### src/rtl/uart_rx.sv
// 8N1 UART receiver: 2-flop synchronised line, oversampled with s_tick, mid-bit sampling.
// Emits a one-clock done pulse per good frame and an error pulse when the stop bit reads low.
module uart_rx #(
    parameter int DBIT = 8,
    parameter int OS   = 16
) (
    input  logic            clk,
    input  logic            reset,
    input  logic            s_tick,
    input  logic            rx,
    output logic [DBIT-1:0] rx_dout,
    output logic            rx_done_tick,
    output logic            rx_frame_err,
    output logic            rx_busy
);
    localparam int CW = $clog2(OS);
    localparam int NW = $clog2(DBIT);
    localparam logic [CW-1:0] CNT_HALF = CW'(OS / 2 - 1);
    localparam logic [CW-1:0] CNT_LAST = CW'(OS - 1);
    localparam logic [CW-1:0] CNT_ONE  = CW'(1);
    localparam logic [NW-1:0] N_LAST   = NW'(DBIT - 1);
    localparam logic [NW-1:0] N_ONE    = NW'(1);

    typedef enum logic [1:0] {
        IDLE  = 2'd0,
        START = 2'd1,
        DATA  = 2'd2,
        STOP  = 2'd3
    } state_t;

    state_t            state_r, state_s;
    logic [CW-1:0]     cnt_r, cnt_s;
    logic [NW-1:0]     n_r, n_s;
    logic [DBIT-1:0]   sreg_r, sreg_s;
    logic [DBIT-1:0]   dout_r, dout_s;
    logic              done_r, done_s;
    logic              err_r, err_s;
    logic              busy_r;
    logic              sync1_r, sync2_r;
    logic              rx_s;

    assign rx_s = sync2_r;

    // Next-state and datapath decode; counters only move on s_tick.
    always_comb begin
        state_s = state_r;
        cnt_s   = cnt_r;
        n_s     = n_r;
        sreg_s  = sreg_r;
        dout_s  = dout_r;
        done_s  = 1'b0;
        err_s   = 1'b0;
        case (state_r)
            IDLE: begin
                if (!rx_s) begin
                    state_s = START;
                    cnt_s   = {CW{1'b0}};
                end else begin
                    state_s = IDLE;
                end
            end
            START: begin
                if (s_tick) begin
                    if (cnt_r == CNT_HALF) begin
                        if (!rx_s) begin
                            state_s = DATA;
                            cnt_s   = {CW{1'b0}};
                            n_s     = {NW{1'b0}};
                        end else begin
                            state_s = IDLE;
                        end
                    end else begin
                        cnt_s = cnt_r + CNT_ONE;
                    end
                end else begin
                    state_s = START;
                end
            end
            DATA: begin
                if (s_tick) begin
                    if (cnt_r == CNT_LAST) begin
                        sreg_s = {rx_s, sreg_r[DBIT-1:1]};
                        cnt_s  = {CW{1'b0}};
                        if (n_r == N_LAST) begin
                            state_s = STOP;
                        end else begin
                            n_s = n_r + N_ONE;
                        end
                    end else begin
                        cnt_s = cnt_r + CNT_ONE;
                    end
                end else begin
                    state_s = DATA;
                end
            end
            STOP: begin
                if (s_tick) begin
                    // Leave at mid-stop so a back-to-back start edge is not missed.
                    if (cnt_r == CNT_LAST) begin
                        dout_s  = sreg_r;
                        done_s  = rx_s;
                        err_s   = ~rx_s;
                        state_s = IDLE;
                    end else begin
                        cnt_s = cnt_r + CNT_ONE;
                    end
                end else begin
                    state_s = STOP;
                end
            end
            default: begin
                state_s = IDLE;
                cnt_s   = {CW{1'b0}};
                n_s     = {NW{1'b0}};
            end
        endcase
    end

    // Synchroniser, state and registered outputs with synchronous reset.
    always_ff @(posedge clk) begin
        if (reset) begin
            sync1_r <= 1'b1;
            sync2_r <= 1'b1;
            state_r <= IDLE;
            cnt_r   <= {CW{1'b0}};
            n_r     <= {NW{1'b0}};
            sreg_r  <= {DBIT{1'b0}};
            dout_r  <= {DBIT{1'b0}};
            done_r  <= 1'b0;
            err_r   <= 1'b0;
            busy_r  <= 1'b0;
        end else begin
            sync1_r <= rx;
            sync2_r <= sync1_r;
            state_r <= state_s;
            cnt_r   <= cnt_s;
            n_r     <= n_s;
            sreg_r  <= sreg_s;
            dout_r  <= dout_s;
            done_r  <= done_s;
            err_r   <= err_s;
            busy_r  <= (state_s != IDLE);
        end
    end

    assign rx_dout      = dout_r;
    assign rx_done_tick = done_r;
    assign rx_frame_err = err_r;
    assign rx_busy      = busy_r;
endmodule
### config.mk
export PLATFORM = sky130hd
export DESIGN_NAME = uart_rx
export DESIGN_NICKNAME = d
export VERILOG_FILES = /design/src/rtl/uart_rx.sv
export SDC_FILE = /design/constraint.sdc
export NUM_CORES = 1
export LEC_CHECK = 0
export BUFFER_PORTS_ARGS = -buffer_cell sky130_fd_sc_hd__buf_2
export CAP_MARGIN = 20
export CORE_MARGIN = 2
export CORE_UTILIZATION = 38
export DETAILED_ROUTE_END_ITERATION = 6
export GPL_TIMING_DRIVEN = 0
export PLACE_DENSITY_LB_ADDON = 0.08
export SETUP_SLACK_MARGIN = 0.3
export SLEW_MARGIN = 5
export SYNTH_ARGS = -nofsm -noshare
export SYNTH_HDL_FRONTEND = slang
export SYNTH_SLANG_ARGS = --single-unit
### constraint.sdc
create_clock -name clk -period 4.08 [get_ports clk]
set_input_delay 0.612 -clock clk [delete_from_list [all_inputs] [get_ports clk]]
set_output_delay 0.612 -clock clk [all_outputs]
set_load 0.005 [all_outputs]
---- After elaboration in Yosys (flattened, before gate mapping) ----
Index checks and enable logic that the tools add are counted.
operators by class
  add/sub/neg operators ................... 2
  reduce and logical (&&, ||, !) cells .... 8
  mux-type cells .......................... 25
  eq/ne operators ......................... 14
  bitwise operators ....................... 4
operator list
  operator                                                          number
  4-bit two-way mux                                                 7
  3-bit two-way mux                                                 6
  2-bit two-way mux                                                 8
  2-bit != test (second input constant)                             8
  4-bit one-hot mux with 4 select lines                             1
  2-bit one-hot mux with 4 select lines                             1
  7-bit AND reduction                                               1
  3-bit one-hot mux with 2 select lines                             1
  3-bit AND reduction                                               2
  4-bit by 1-bit adder with 4-bit output (second input constant)    1
  2-bit == test (second input constant)                             2
  4-bit by 3-bit == test with 1-bit output (second input constant)  1
  4-bit == test (second input constant)                             1
  1-bit inverter                                                    4
  4-bit AND reduction                                               1
  2-bit nonzero test                                                2
  4-bit OR reduction                                                1
  3-bit by 1-bit adder with 3-bit output (second input constant)    1
  3-bit == test (second input constant)                             1
  2-bit by 1-bit == test with 1-bit output (second input constant)  1
  2-bit logical NOT                                                 1
  1-bit two-way mux                                                 1
storage, ports and cells
  input port bits ......................... 4
  word-level logic and storage cells ...... 63
  register bits after elaboration ......... 30

---- Longest topological paths before layout ----
  word-level depth ........................ 6
  gate-level depth with buffers ........... 6

---- Least setup slack after synthesis ----
No wires, ideal clock.
  kind .................................... flip-flop to flip-flop
  start point ............................. register cnt_r[0]
  end point ............................... register n_r[0]
  stages on the path, launching flop included .. 7
  buffers on the path ..................... 1
  slack ................................... 2457 ps
  data arrival time ....................... 1501 ps
  clock period less this slack ............ 1623 ps
  library setup time ...................... 121 ps
  path through ............................ dfxtp_1 ha_1 clkbuf_2 and4b_1 nor3b_2 o21ai_2 mux2_4
on the way
  word-level cells in the longest chain between the ends .. 3
RTL lines
  item                                                                       RTL line  source
  from (decl)                                                                32        logic [CW-1:0] cnt_r, cnt_s;
  from (signal assigned)                                                     125       cnt_r <= {CW{1'b0}};
  from (signal assigned)                                                     136       cnt_r <= cnt_s;
  4-bit == test or 4-bit by 3-bit == test with 1-bit output (tied branches)  81, 64
  2-bit != test (no line)                                                    n/a
  7-bit AND reduction (no line) (*)                                          n/a
  to (signal assigned)                                                       126       n_r <= {NW{1'b0}};
  to (signal assigned)                                                       137       n_r <= n_s;
  to (decl)                                                                  33        logic [NW-1:0] n_r, n_s;
Mark *: on every way between the ends. The rest lies on a longest branch, timed or not.
A chain may end at the register's enable or synchronous reset.

---- Worst setup path after layout ----
Same ends and word-level chain as after synthesis.

==> results.ini <==
[critical_path]
slowest_stage=dfxtp_1
worstPathCellList=ha_1 -> clkbuf_2 -> and4b_1 -> nor3b_2 -> o21ai_2 -> mux2_4
rr_worst_depth=6
endpoint_kind=flip-flop
crit_required_ns=4.30
slowest_delay_ns=0.35
crit_type=flip-flop to flip-flop
path_max_fanout=7
crit_path_start_kind=flip-flop
r2r-end=n_r[0]
worstReg2RegStart=cnt_r[0]
reg2reg_slack_ns=2.32
cp_data_arrival_time_ns=1.98

[floorplanning]
io_pins=15
die_h_um=63.6
die_x_um=63.6
dieArea_sq_um=4040
start_util_pct=40.1
fp-row-count=21
core_area_sq_um=3360

[synthesis]
synth_nets=140
ys.warnings.count=0
synth_top_family_by_area=simple AND/OR/NAND/NOR gates
synth_xor_area_share_pct=0.650
synth_seq_cells=30
synth_area_sq_um=1350
syn_area_per_cell_sq_um=10.1
ys_async_sr_fraction_pct=0
synthMuxAreaShare_pct=14.5
synth-compound-area-share_pct=9.19
synth_edf_count=0
ys_types=37
synth-simple-area-share_pct=23.4
synthAdderAreaFrac_pct=2.79
synth_flop_cell=dfxtp_1
synth.yosys.seq_area_share_pct=44.6
syn-instance-count=133

[power_and_ir_drop]
leakage_nw=0.667
p_sw_w=0.000114
p_int_w=0.000510
p_per_area_nw_per_um2=394
swShare_pct=18.3
p_comb_share_pct=3.3
p_seq_share_pct=47.5
ir_drop_v=0.000278
pwr-share-clk_pct=49.3

[min_path]
hold_end=rx_s
min_from=sync1_r
min_path_cells=1
hold_class=flip-flop to flip-flop

[routing]
routed_wl_um=2450
drtAntennaViolNets=0
routedWlPerCell_um=12.2
viasPerCell=4.84
dr.pass1.iters=4
vias=973
drtIter0Drc=35
drc=0

[cells_and_area]
final_nets=161
regArea_sq_um=601
multi_input_area_sq_um=681
stdcell_area_sq_um=1590
layout_common_cells=30 x dfxtp_1, 24 x nor2_1, 18 x mux2i_1
final_common_cell=dfxtp_1
num-fill-cells=358
drive_above_1_share_pct=25.2
diodes=0
syn_to_final_growth_pct=17.7
postLayoutCoreUtil_pct=47.2

[cts]
cts_made_buffers=5
clock_latency_ns=0.33
cts_sinks=30
path_clk_slew_ns=0.09
cts_tree=built
htreeDepth=2
post_cts_buffers=0
clockBufferDepth=2
cts-root-buf=clkbuf_4
ctsResizeCount=0
cts_hold_buf=0

[timing]
clock.fmax_mhz=567
rsz0062_at_grt=false
relSlewSlack_pct=66.8
finalSetupTns_ns=0
skew_ns=0.00900
tightest_slew_ns=0.498
slew_viol_final=0
hold_slack_ns=0.416
setup_viol=0
hold_viol=0
timing.final.crit_period_ns=1.76
period_share_pct=43.2

[global_route]
grt_pass1_wl_um=4220
grt_max_degree=11
track_usage_pct=13.6
antenna_found_initial=0
grt_pass1_vias=904
globalRouteOverflowTotal=0

[placement]
port_buffers=14
gp_congestion=0.794
dpl_cell_area_sq_um=1480
hpwlAfterDp_um=1730

[status]
outcome=finished clean

[job]
max_cap_viol_count=0

## registers in the layout, summed over array words and instances, names as in the netlist
name,count
state_r,2
cnt_r,4
rx_done_tick,1
rx_s,1
n_r,3
sreg_r,8
sync1_r,1
rx_dout,8
rx_busy,1
rx_frame_err,1
## Yosys cell counts (2+ instances only)
cell / n / area share (%)
dfxtp_1: 30 / 45
buf_6: 2 / 1.7
ha_1: 3 / 2.8
o21ai_0: 4 / 1.5
nor2_8: 2 / 3.0
nand2b_1: 3 / 1.4
buf_1: 3 / 0.84
a21oi_1: 6 / 2.2
nand3_1: 3 / 1.1
clkbuf_8: 2 / 2.0
mux2i_1: 18 / 13
nor2_1: 24 / 6.7
nor3_1: 3 / 1.1
nand2_1: 6 / 1.7
or2_2: 2 / 0.93
## area by class of cell
type	count	share of cell area [%]
timing repair buffer	14	4.42
sequential	30	37.9
clock buffer	6	3.23
tap	46	3.63
multi-input combinational	95	42.9
clock inverter	2	3.79
buffer	8	4.18
## per-stage QoR
stage / worst slack (ns) / power [W] / cells
after floorplan: 2.46 / 0.000316 / 133
after global routing: 2.21 / 0.000655 / 201
after global placement: 2.27 / 0.000324 / 193
after detailed placement: 2.24 / 0.000324 / 193
after CTS: 2.32 / 0.000634 / 201
final: 2.32 / 0.000625 / 201
## worst max-delay path by stage
stage	start	endpoint	cells past startpoint
finish	cnt_r[0]	n_r[0]	6
global route	cnt_r[0]	n_r[0]	6
CTS	cnt_r[0]	n_r[0]	6
detailed placement	reset	rx_dout[7]	4
global placement	reset	rx_dout[7]	4
floorplan	cnt_r[0]	n_r[0]	6
## critical path: cells and delay by family, from the launching register on
family | cells | cell delay (ns)
multiplexers | 1 | 0.32
flip-flops | 1 | 0.35
buffers and inverters | 1 | 0.18
adder cells (fa/ha/maj) | 1 | 0.20
AND/OR/NAND/NOR | 2 | 0.39
AO/OA/AOI/OAI | 1 | 0.23
## power groups by stage
stage	registers [W]	clock network, W	logic, W
finish	0.000297	0.000308	0.0000203
global route	0.000297	0.000335	0.0000228
CTS	0.000297	0.000317	0.0000206
detailed placement	0.000303	0	0.0000205
global placement	0.000303	0	0.0000202
floorplan	0.000303	0	0.0000130
## metal layers
layer / vias to the layer above / track usage (%) / routed length, um
li1: 505 / - / -
met1: 438 / 18.3 / 1260
met2: 23 / 19.3 / 1020
met3: 7 / 4.82 / 109
met4: 0 / 6.52 / 56
met5: - / 0 / 0
## cell families (layout without fill, tap and decap cells)
logic type | count (synthesis) | count (layout)
mux | 19 | 19
flops | 30 | 30
buf+inv | 8 | 30
compound gates | 19 | 19
fa+ha+maj | 3 | 3
simple gates | 53 | 53
xor+xnor | 1 | 1
Note: power is estimated with default switching activity, not from simulation.
